File: src/rtl/serial_parallel_sync_ctrl_if.sv
// Serial receive lane bundle: pin-sampler bit/realign in, framed byte stream and sync status out.
// master = the side that drives the serial bit; slave = the framing controller.
interface serial_parallel_sync_ctrl_if;
    logic       Data_in;
    logic       realign;
    logic [7:0] Data_out;
    logic       valid_out;
    logic       byte_strobe;
    logic       active;
    logic [1:0] state;

    modport master (
        output Data_in, realign,
        input  Data_out, valid_out, byte_strobe, active, state
    );

    modport slave (
        input  Data_in, realign,
        output Data_out, valid_out, byte_strobe, active, state
    );
endinterface

File: src/rtl/serial_parallel_sync_ctrl.sv
// Comma hunt / byte-phase lock for the serial receive lane; emits qualified parallel bytes once locked.
// All outputs registered, updated on the deciding edge; no backpressure (free-running bit clock).
module serial_parallel_sync_ctrl #(
    parameter logic [7:0] COMMA      = 8'hBC,
    parameter logic [7:0] IDLE       = 8'h7C,
    parameter int         LOCK_COUNT = 4,
    parameter int         MAX_GAP    = 16
) (
    input  logic                         clk_32f,
    input  logic                         reset,
    serial_parallel_sync_ctrl_if.slave   bus
);

    typedef enum logic [1:0] {
        SEARCH = 2'd0,
        ALIGN  = 2'd1,
        LOCKED = 2'd2
    } state_e;

    state_e     state_q;
    logic [7:0] sr_q;
    logic [2:0] bit_cnt_q;
    logic [3:0] comma_cnt_q;
    logic [7:0] gap_cnt_q;
    logic [7:0] data_q;
    logic       valid_q;
    logic       strobe_q;

    // Byte completing at this edge, including the bit being sampled now.
    logic [7:0] win;
    logic       boundary;
    assign win      = {sr_q[6:0], bus.Data_in};
    assign boundary = (bit_cnt_q == 3'd7);

    always_ff @(posedge clk_32f or posedge reset) begin
        if (reset) begin
            state_q     <= SEARCH;
            sr_q        <= 8'h00;
            bit_cnt_q   <= 3'd0;
            comma_cnt_q <= 4'd0;
            gap_cnt_q   <= 8'd0;
            data_q      <= 8'h00;
            valid_q     <= 1'b0;
            strobe_q    <= 1'b0;
        end else begin
            sr_q     <= win;
            strobe_q <= 1'b0;
            if (bus.realign) begin
                state_q     <= SEARCH;
                bit_cnt_q   <= 3'd0;
                comma_cnt_q <= 4'd0;
                gap_cnt_q   <= 8'd0;
                valid_q     <= 1'b0;
            end else begin
                case (state_q)
                    SEARCH: begin
                        if (win == COMMA) begin
                            bit_cnt_q   <= 3'd0;
                            comma_cnt_q <= 4'd1;
                            state_q     <= ALIGN;
                        end
                    end
                    ALIGN: begin
                        bit_cnt_q <= bit_cnt_q + 3'd1;
                        if (boundary) begin
                            if (win != COMMA) begin
                                state_q     <= SEARCH;
                                comma_cnt_q <= 4'd0;
                            end else if (comma_cnt_q == 4'(LOCK_COUNT - 1)) begin
                                state_q   <= LOCKED;
                                gap_cnt_q <= 8'd0;
                            end else begin
                                comma_cnt_q <= comma_cnt_q + 4'd1;
                            end
                        end
                    end
                    LOCKED: begin
                        bit_cnt_q <= bit_cnt_q + 3'd1;
                        if (boundary) begin
                            if (win == COMMA || win == IDLE) begin
                                strobe_q  <= 1'b1;
                                data_q    <= win;
                                valid_q   <= 1'b0;
                                gap_cnt_q <= 8'd0;
                            end else if (gap_cnt_q < 8'(MAX_GAP)) begin
                                strobe_q  <= 1'b1;
                                data_q    <= win;
                                valid_q   <= 1'b1;
                                gap_cnt_q <= gap_cnt_q + 8'd1;
                            end else begin
                                // Too long without a comma/idle: treat as lost framing, re-hunt.
                                state_q     <= SEARCH;
                                valid_q     <= 1'b0;
                                bit_cnt_q   <= 3'd0;
                                comma_cnt_q <= 4'd0;
                                gap_cnt_q   <= 8'd0;
                            end
                        end
                    end
                    default: state_q <= SEARCH;
                endcase
            end
        end
    end

    assign bus.Data_out    = data_q;
    assign bus.valid_out   = valid_q;
    assign bus.byte_strobe = strobe_q;
    assign bus.active      = (state_q == LOCKED);
    assign bus.state       = state_q;

endmodule

File: src/flat_wrapper.sv
// flat-port wrapper written by rule: the top's interface ports become plain ports
module serial_parallel_sync_ctrl_flat 
#(
    parameter logic [7:0] COMMA      = 8'hBC,
    parameter logic [7:0] IDLE       = 8'h7C,
    parameter int         LOCK_COUNT = 4,
    parameter int         MAX_GAP    = 16
)
  (clk_32f, reset, bus_Data_in, bus_realign, bus_Data_out, bus_valid_out, bus_byte_strobe, bus_active, bus_state);
  serial_parallel_sync_ctrl_if bus_i ();
  input  logic clk_32f;
  input  logic reset;
  input wire logic [$bits(bus_i.Data_in)-1:0] bus_Data_in;
  input wire logic [$bits(bus_i.realign)-1:0] bus_realign;
  output wire logic [$bits(bus_i.Data_out)-1:0] bus_Data_out;
  output wire logic [$bits(bus_i.valid_out)-1:0] bus_valid_out;
  output wire logic [$bits(bus_i.byte_strobe)-1:0] bus_byte_strobe;
  output wire logic [$bits(bus_i.active)-1:0] bus_active;
  output wire logic [$bits(bus_i.state)-1:0] bus_state;
  assign bus_i.Data_in = bus_Data_in;
  assign bus_i.realign = bus_realign;
  assign bus_Data_out = bus_i.Data_out;
  assign bus_valid_out = bus_i.valid_out;
  assign bus_byte_strobe = bus_i.byte_strobe;
  assign bus_active = bus_i.active;
  assign bus_state = bus_i.state;
  serial_parallel_sync_ctrl #(.COMMA(COMMA), .IDLE(IDLE), .LOCK_COUNT(LOCK_COUNT), .MAX_GAP(MAX_GAP)) u_core (.clk_32f(clk_32f), .reset(reset), .bus(bus_i));
endmodule
File: config.mk
export PLATFORM = sky130hd
export DESIGN_NAME = serial_parallel_sync_ctrl_flat
export DESIGN_NICKNAME = d
export VERILOG_FILES = /design/src/rtl/serial_parallel_sync_ctrl_if.sv /design/src/rtl/serial_parallel_sync_ctrl.sv /design/src/flat_wrapper.sv
export SDC_FILE = /design/constraint.sdc
export NUM_CORES = 1
export LEC_CHECK = 0
export CAP_MARGIN = 0
export CORE_MARGIN = 2
export CORE_UTILIZATION = 46
export DETAILED_ROUTE_END_ITERATION = 12
export GPL_TIMING_DRIVEN = 0
export PLACE_DENSITY = 0.7
export SLEW_MARGIN = 20
export SYNTH_ARGS = -nofsm -noshare
export SYNTH_HDL_FRONTEND = slang
export SYNTH_SLANG_ARGS = --single-unit
File: constraint.sdc
create_clock -name clk_32f -period 4.7 [get_ports clk_32f]
set_clock_uncertainty 0.05 [all_clocks]
set_input_delay 0.47 -clock clk_32f [delete_from_list [all_inputs] [get_ports clk_32f]]
set_output_delay 0.47 -clock clk_32f [all_outputs]
set_load 0.05 [all_outputs]
==> results.md, run 1 <==
* Synth Net Count at 149
* Post-synth EDFFs at 0
* Status: completed
* Post-synth top flop: dfrtp_1
* Setup slack after layout at 2270 ps
* Num CTS Buffers at 5
* Post-CTS Setup Bufs at 0
* Share of power burned in registers at 0.397
* DR DRC count at 0
* DR WL/cell at 14.5 µm
* Mapped Cells at 137
* Leak at 0.938 nW
* RSZ-0062 raised after global routing: no
* Post-CTS resize count at 0
* Post-synth top area cell: dfrtp_1
* Peak Freq at 412 MHz
* Buffer depth of the longest clock path at 2
* Max Cap Viol at 0
* Comb power frac at 0.190
* Root buf cell: clkbuf_8
* Post-synthesis cell area at 0.00172 mm²
* Die area at 0.00424 mm²
* Syn Area/Cell at 12.5 µm²
* Max IR drop VDD at slightly below 0.3 mV
* Slew HR at 0.525
* DP Worst Slack at 2190 ps
* Final Hold Fails at 0
* Switching pwr at around 0.00021 W
* Crit path kind: flip-flop to output pin
* #FFs+latches synth at 34
* Top cells by area, synth: dfrtp_1 49%, mux2_2 6.6%, ha_1 5.8%, nand2_1 2.4%, o41ai_2 1.9%
* Final weighted congestion in routability-driven placement at 0.816
* Seq. cell area at 851 µm²
* Slew @ Worst Pin at 711 ps
* Clock Latency Late Sink at 290 ps
* Post-DP HPWL at 2.31 mm
* DR pass1 iterations at 4
* Share of cells above drive strength 1 at 0.224
* Crit. End Element: output pin
* ANT cells at 0
* Clock tree from TritonCTS: built
* Final #Nets at 172
* Pin count of the biggest net entering global routing at 35
* IO Pins at 17
* Synth unique cells at 42
* Yosys top cell area share at 0.495
* Seq/Total Area, Yosys at 0.495
* Post-Route Setup TNS at 0 ps
* Switching share of power at 0.266
* Worst EP arrival at 1910 ps
* Fin crit period at 2430 ps
* Initial core utilization at 0.473
* Final WL at 3.03 mm
* Hold Crit Class: flip-flop to flip-flop
* Die X-Extent at between 60 and 70 µm
* Design area at 0.00208 mm²
* CTS Hold Bufs at 0
* Final number of max-transition violations at 0
* Vias in the first global route at 1179
* Post-synth ARST share at 1.00
* Via count at 1130
* Core footprint at about 0.0036 mm²
* H-tree depth at 2
* Commonest non-fill, non-tap cell in the layout: dfrtp_1
* Antenna viol nets, final at 0
* Internal cell power at 0.000593 W
* CTS Sinks at 34
* First-pass GRT wire length at 5.29 mm
* Antenna violations before repair at 0
* Rows at 22
* Final Util at 0.573
* Die Span Y at 65.1 µm
* Worst-path clk slew at 70 ps
* Drt first-iter violations at 58
* Pwr dens at 388 mW/mm²
* Crit start category: flip-flop
* Vias/cell at 5.41
* Clk pwr share at 0.413
* Area Growth Syn to Fin at 21.1%
* # fillers at 312
* CP max FO at 5
* Area after DPL at 0.00194 mm²
* Synth Warn # at 0
* Area of the multi-input gates at 836 µm²
* PortBufs at 16
* Req. time, crit path at 4180 ps
* Most frequent cells in the layout: 34 x dfrtp_1, 16 x clkdlybuf4s50_1, 11 x nand2_1, 10 x mux2_2, 8 x ha_1
* Total track usage at 0.166
* Final period utilization at 0.517
* Final setup vio count at 0
* Total gr overflow at 0
## cell families (layout without fill, tap and decap cells)
| kind of cell | Yosys count | in the layout | synth area share |
|---|---|---|---|
| muxes | 14 | 14 | 0.0946 |
| DFF | 34 | 34 | 0.495 |
| and+or+nand+nor | 48 | 48 | 0.194 |
| buffers and inverters | 8 | 32 | 0.0189 |
| AOI/OAI and AO/OA | 24 | 24 | 0.135 |
| adders and majority gates | 8 | 8 | 0.0582 |
| xor gates and xnor gates | 1 | 1 | 0.00510 |
## registers in the layout (all words and copies together), names as in the netlist
register	count
u_core.gap_cnt_q	8
u_core.bus.valid_out	1
u_core.bus.Data_out	8
u_core.sr_q	7
u_core.bus.byte_strobe	1
u_core.bus.state	2
u_core.bit_cnt_q	3
u_core.comma_cnt_q	4
## area by class of cell
cell class / count / area share
Clock inverter: 2 / 0.0288
Multi-Input combinational cell: 95 / 0.401
Sequential cell: 34 / 0.409
Tap cell: 48 / 0.0288
Buffer: 2 / 0.00481
Timing Repair Buffer: 16 / 0.0769
Inverter: 6 / 0.0108
Clock buffer: 6 / 0.0397
## worst paths after layout
kind | end | cells past startpoint | from | slack (ps)
min in group asynchronous | u_core.gap_cnt_q[7] | 2 | reset | 570
max reg2reg | u_core.comma_cnt_q[1] | 7 | u_core.bus.state[0] | 2540
min | u_core.sr_q[1] | 0 | u_core.sr_q[0] | 380
min reg2reg | u_core.sr_q[1] | 0 | u_core.sr_q[0] | 380
max | bus_active | 3 | u_core.bus.state[0] | 2270
max in group asynchronous | u_core.bus.state[0] | 2 | reset | 3570
## through the flow
step	power [W]	hold slack (ps)	cells
after global routing	0.000845	400	209
after CTS	0.000815	388	209
after detailed placement	0.000480	378	201
after floorplan	0.000441	333	137
after global placement	0.000474	353	201
final	0.000807	384	209
## power by group through the flow
stage	logic (W)	registers (W)	clock network [W]
global route	0.000169	0.000322	0.000354
finish	0.000153	0.000321	0.000333
CTS	0.000154	0.000320	0.000341
detailed placement	0.000154	0.000326	0
global placement	0.000149	0.000325	0
floorplan	0.000105	0.000336	0
## synthesized netlist by cell type, types with 3 or more instances
cell and count:
ha_1 8, nor2_1 4, o21ai_0 3, o21bai_1 3, dfrtp_1 34, nand3_1 6, and2_1 3, nor2b_1 4
o31ai_1 4, mux2_2 10, nand2b_1 4, inv_1 6, nand2_1 11
## metal layers
layer	share of wire	up-vias	routed length, µm	global-route usage
li1	-	551	-	-
met1	0.46	556	1380	0.195
met2	0.49	14	1480	0.277
met3	0.035	9	106	0.0582
met4	0.019	0	58	0.0677
met5	0	-	0	0
## critical path: stages (launching register included)
cell and delay, ps:
dfrtp_1 400, inv_1 140, ha_1 260, clkdlybuf4s50_1 830
(Power assumes the default switching activity.)
==> inputs of run 2 (changes only) <==
PLACE_DENSITY = 0.72   (was 0.7)
clock period = 2.2 ns   (was 4.7 ns; I/O delays follow)
==> run 2 against run 1 <==
Combinational power rose by 120%. Clock power rose by 47%. Cell count did not move. Largest power group is now sequential cells. First-iteration DRC count fell by 81%. Sequential share of layout area rose by 0.24 points. Flip-flop and latch count did not move. Via count fell by 2.2%. Critical endpoint unchanged. Worst hold slack got worse by 81 ps. Register-to-register slack got worse by 2400 ps. Non-clock buffer count did not move.
==> results.md, run 2 (same netlist as run 1, synthesis figures left out) <==
* Status: completed
* Worst-path clk slew at 80 ps (about the same)
* Slew @ Worst Pin at 689 ps (-22.4 ps)
* Antenna viol nets, final at 0 (unchanged)
* Total gr overflow at 0 (unchanged)
* First-pass GRT wire length at 5.42 mm (+2.6%)
* Initial core utilization at 0.473 (unchanged)
* Final period utilization at 0.940
* Worst EP arrival at 1800 ps (-110 ps)
* Num CTS Buffers at 5 (unchanged)
* Total track usage at 0.170 (+0.00408)
* Post-DP HPWL at 2.21 mm (-4.4%)
* Commonest non-fill, non-tap cell in the layout: dfrtp_1
* Leak at 0.920 nW (-1.9%)
* Final Hold Fails at 0 (unchanged)
* Via count at 1105 (-2.2%)
* Clock Latency Late Sink at 300 ps (about the same)
* Final #Nets at 172 (unchanged)
* Clock tree from TritonCTS: built
* Peak Freq at ~480 MHz
* Die Span Y at 65.1 µm (unchanged)
* Crit start category: flip-flop
* # fillers at 329 (+5.4%)
* Max IR drop VDD at 0.404 mV (+38%)
* Req. time, crit path at 1930 ps (-2250 ps)
* Most frequent cells in the layout: 32 x dfrtp_1, 16 x clkdlybuf4s50_1, 10 x nand2_1, 10 x mux2_2
* RSZ-0062 raised after global routing: no
* Drt first-iter violations at 11 (-81%)
* H-tree depth at 2 (unchanged)
* Final weighted congestion in routability-driven placement at 0.740 (-9.3%)
* Pin count of the biggest net entering global routing at 35 (unchanged)
* IO Pins at 17 (unchanged)
* Root buf cell: clkbuf_8
* Crit path kind: flip-flop to output pin
* Max Cap Viol at 0 (unchanged)
* Crit. End Element: output pin
* CP max FO at 5 (unchanged)
* Area Growth Syn to Fin at 20.7%
* Core footprint at 0.00363 mm² (unchanged)
* Hold slack at 303 ps (-80.7 ps)
* ANT cells at 0 (unchanged)
* Design area at 0.00208 mm² (-0.30%)
* DR DRC count at 0 (unchanged)
* Pwr dens at 728 mW/mm² (+88%)
* Share of cells above drive strength 1 at 0.273 (+0.0497)
* Antenna violations before repair at 0 (unchanged)
* Buffer depth of the longest clock path at 2 (unchanged)
* Final setup vio count at 0 (unchanged)
* PortBufs at 16 (unchanged)
* DR pass1 iterations at 4 (unchanged)
* CTS Sinks at 34 (unchanged)
* Vias/cell at 5.29 (-2.2%)
* Hold Crit Class: primary input to async pin
* Slew HR at 0.540 (+0.0149)
* Die area at 0.00424 mm² (unchanged)
* Final number of max-transition violations at 0 (unchanged)
* Final WL at 3.02 mm (-0.26%)
* Area after DPL at 0.00195 mm² (+0.77%)
* DR WL/cell at 14.4 µm (-0.26%)
* Fin crit period at 2070 ps
* Die X-Extent at 65.1 µm (unchanged)
* Vias in the first global route at 1187 (+0.68%)
* Rows at 22 (unchanged)
==> run 2: cell count changes in the layout (fill, tap and decap cells not counted), sizes merged <==
cell	before	now
bufinv	2	0
clkinv	0	1
clkinvlp	0	1
==> run 2: worst paths after layout <==
| path | depth (start not counted) | end | startpoint | slack [ps] |
|---|---|---|---|---|
| max | 3 | bus_active | u_core.bus.state[0] | 130 |
| min | 2 | u_core.gap_cnt_q[4] | reset | 300 |
| max reg2reg | 7 | u_core.comma_cnt_q[1] | u_core.bus.state[1] | 140 |
| min reg2reg | 0 | u_core.sr_q[1] | u_core.sr_q[0] | 370 |
| max in group asynchronous | 2 | u_core.bus.state[1] | reset | 1320 |
| min in group clk_32f | 0 | u_core.sr_q[1] | u_core.sr_q[0] | 370 |
==> run 2: critical path, cell delays in order, from the launching register on <==
cell and delay [ps]:
dfrtp_2 420, inv_2 110, ha_4 170, clkdlybuf4s50_1 800
==> run 2: final cells by class <==
| class | instances | area (µm²) | area share |
|---|---|---|---|
| multi-input combinational | 95 | 875 | 0.421 |
| tap | 48 | 60.1 | 0.0289 |
| buffer | 2 | 10.0 | 0.00482 |
| sequential | 34 | 853 | 0.411 |
| clock inverter | 2 | 12.5 | 0.00603 |
| clock buffer | 6 | 82.6 | 0.0398 |
| timing repair buffer | 16 | 160 | 0.0772 |
| inverter | 6 | 22.5 | 0.0108 |
==> run 2: report_power, final <==
| part | switching (W) | leakage (nW) | internal (W) |
|---|---|---|---|
| registers | 0.0000329 | 0.453 | 0.000655 |
| logic | 0.000201 | 0.420 | 0.000134 |
| clock network | 0.000236 | 0.0472 | 0.000251 |
| total | 0.000471 | 0.920 | 0.00104 |
==> run 2: metrics by stage <==
step	worst slack (ps)	power (W)	cells	TNS (ps)	util
global route	27.4	0.00160	209	0	0.571
finish	133	0.00151	209	0	0.571
CTS	3.09	0.00152	209	0	0.564
detailed placement	-60.7	0.00103	201	-146	0.538
global placement	-41.1	0.00102	201	-76.8	0.538
floorplan	0.0497	0.000951	137	0	-
==> run 2: metal layers <==
metal	share of wire	global-route usage	vias up
met3	0.033	0.0514	4
li1	-	-	539
met2	0.49	0.278	11
met5	0	0	-
met1	0.46	0.217	551
met4	0.011	0.0547	0
==> run 2: repair_timing <==
item	4_1_cts	5_1_grt
hold buffers	0	0
gates resized for setup	0	5
buffers inserted	0	0
endpoints found under the setup margin	0	8
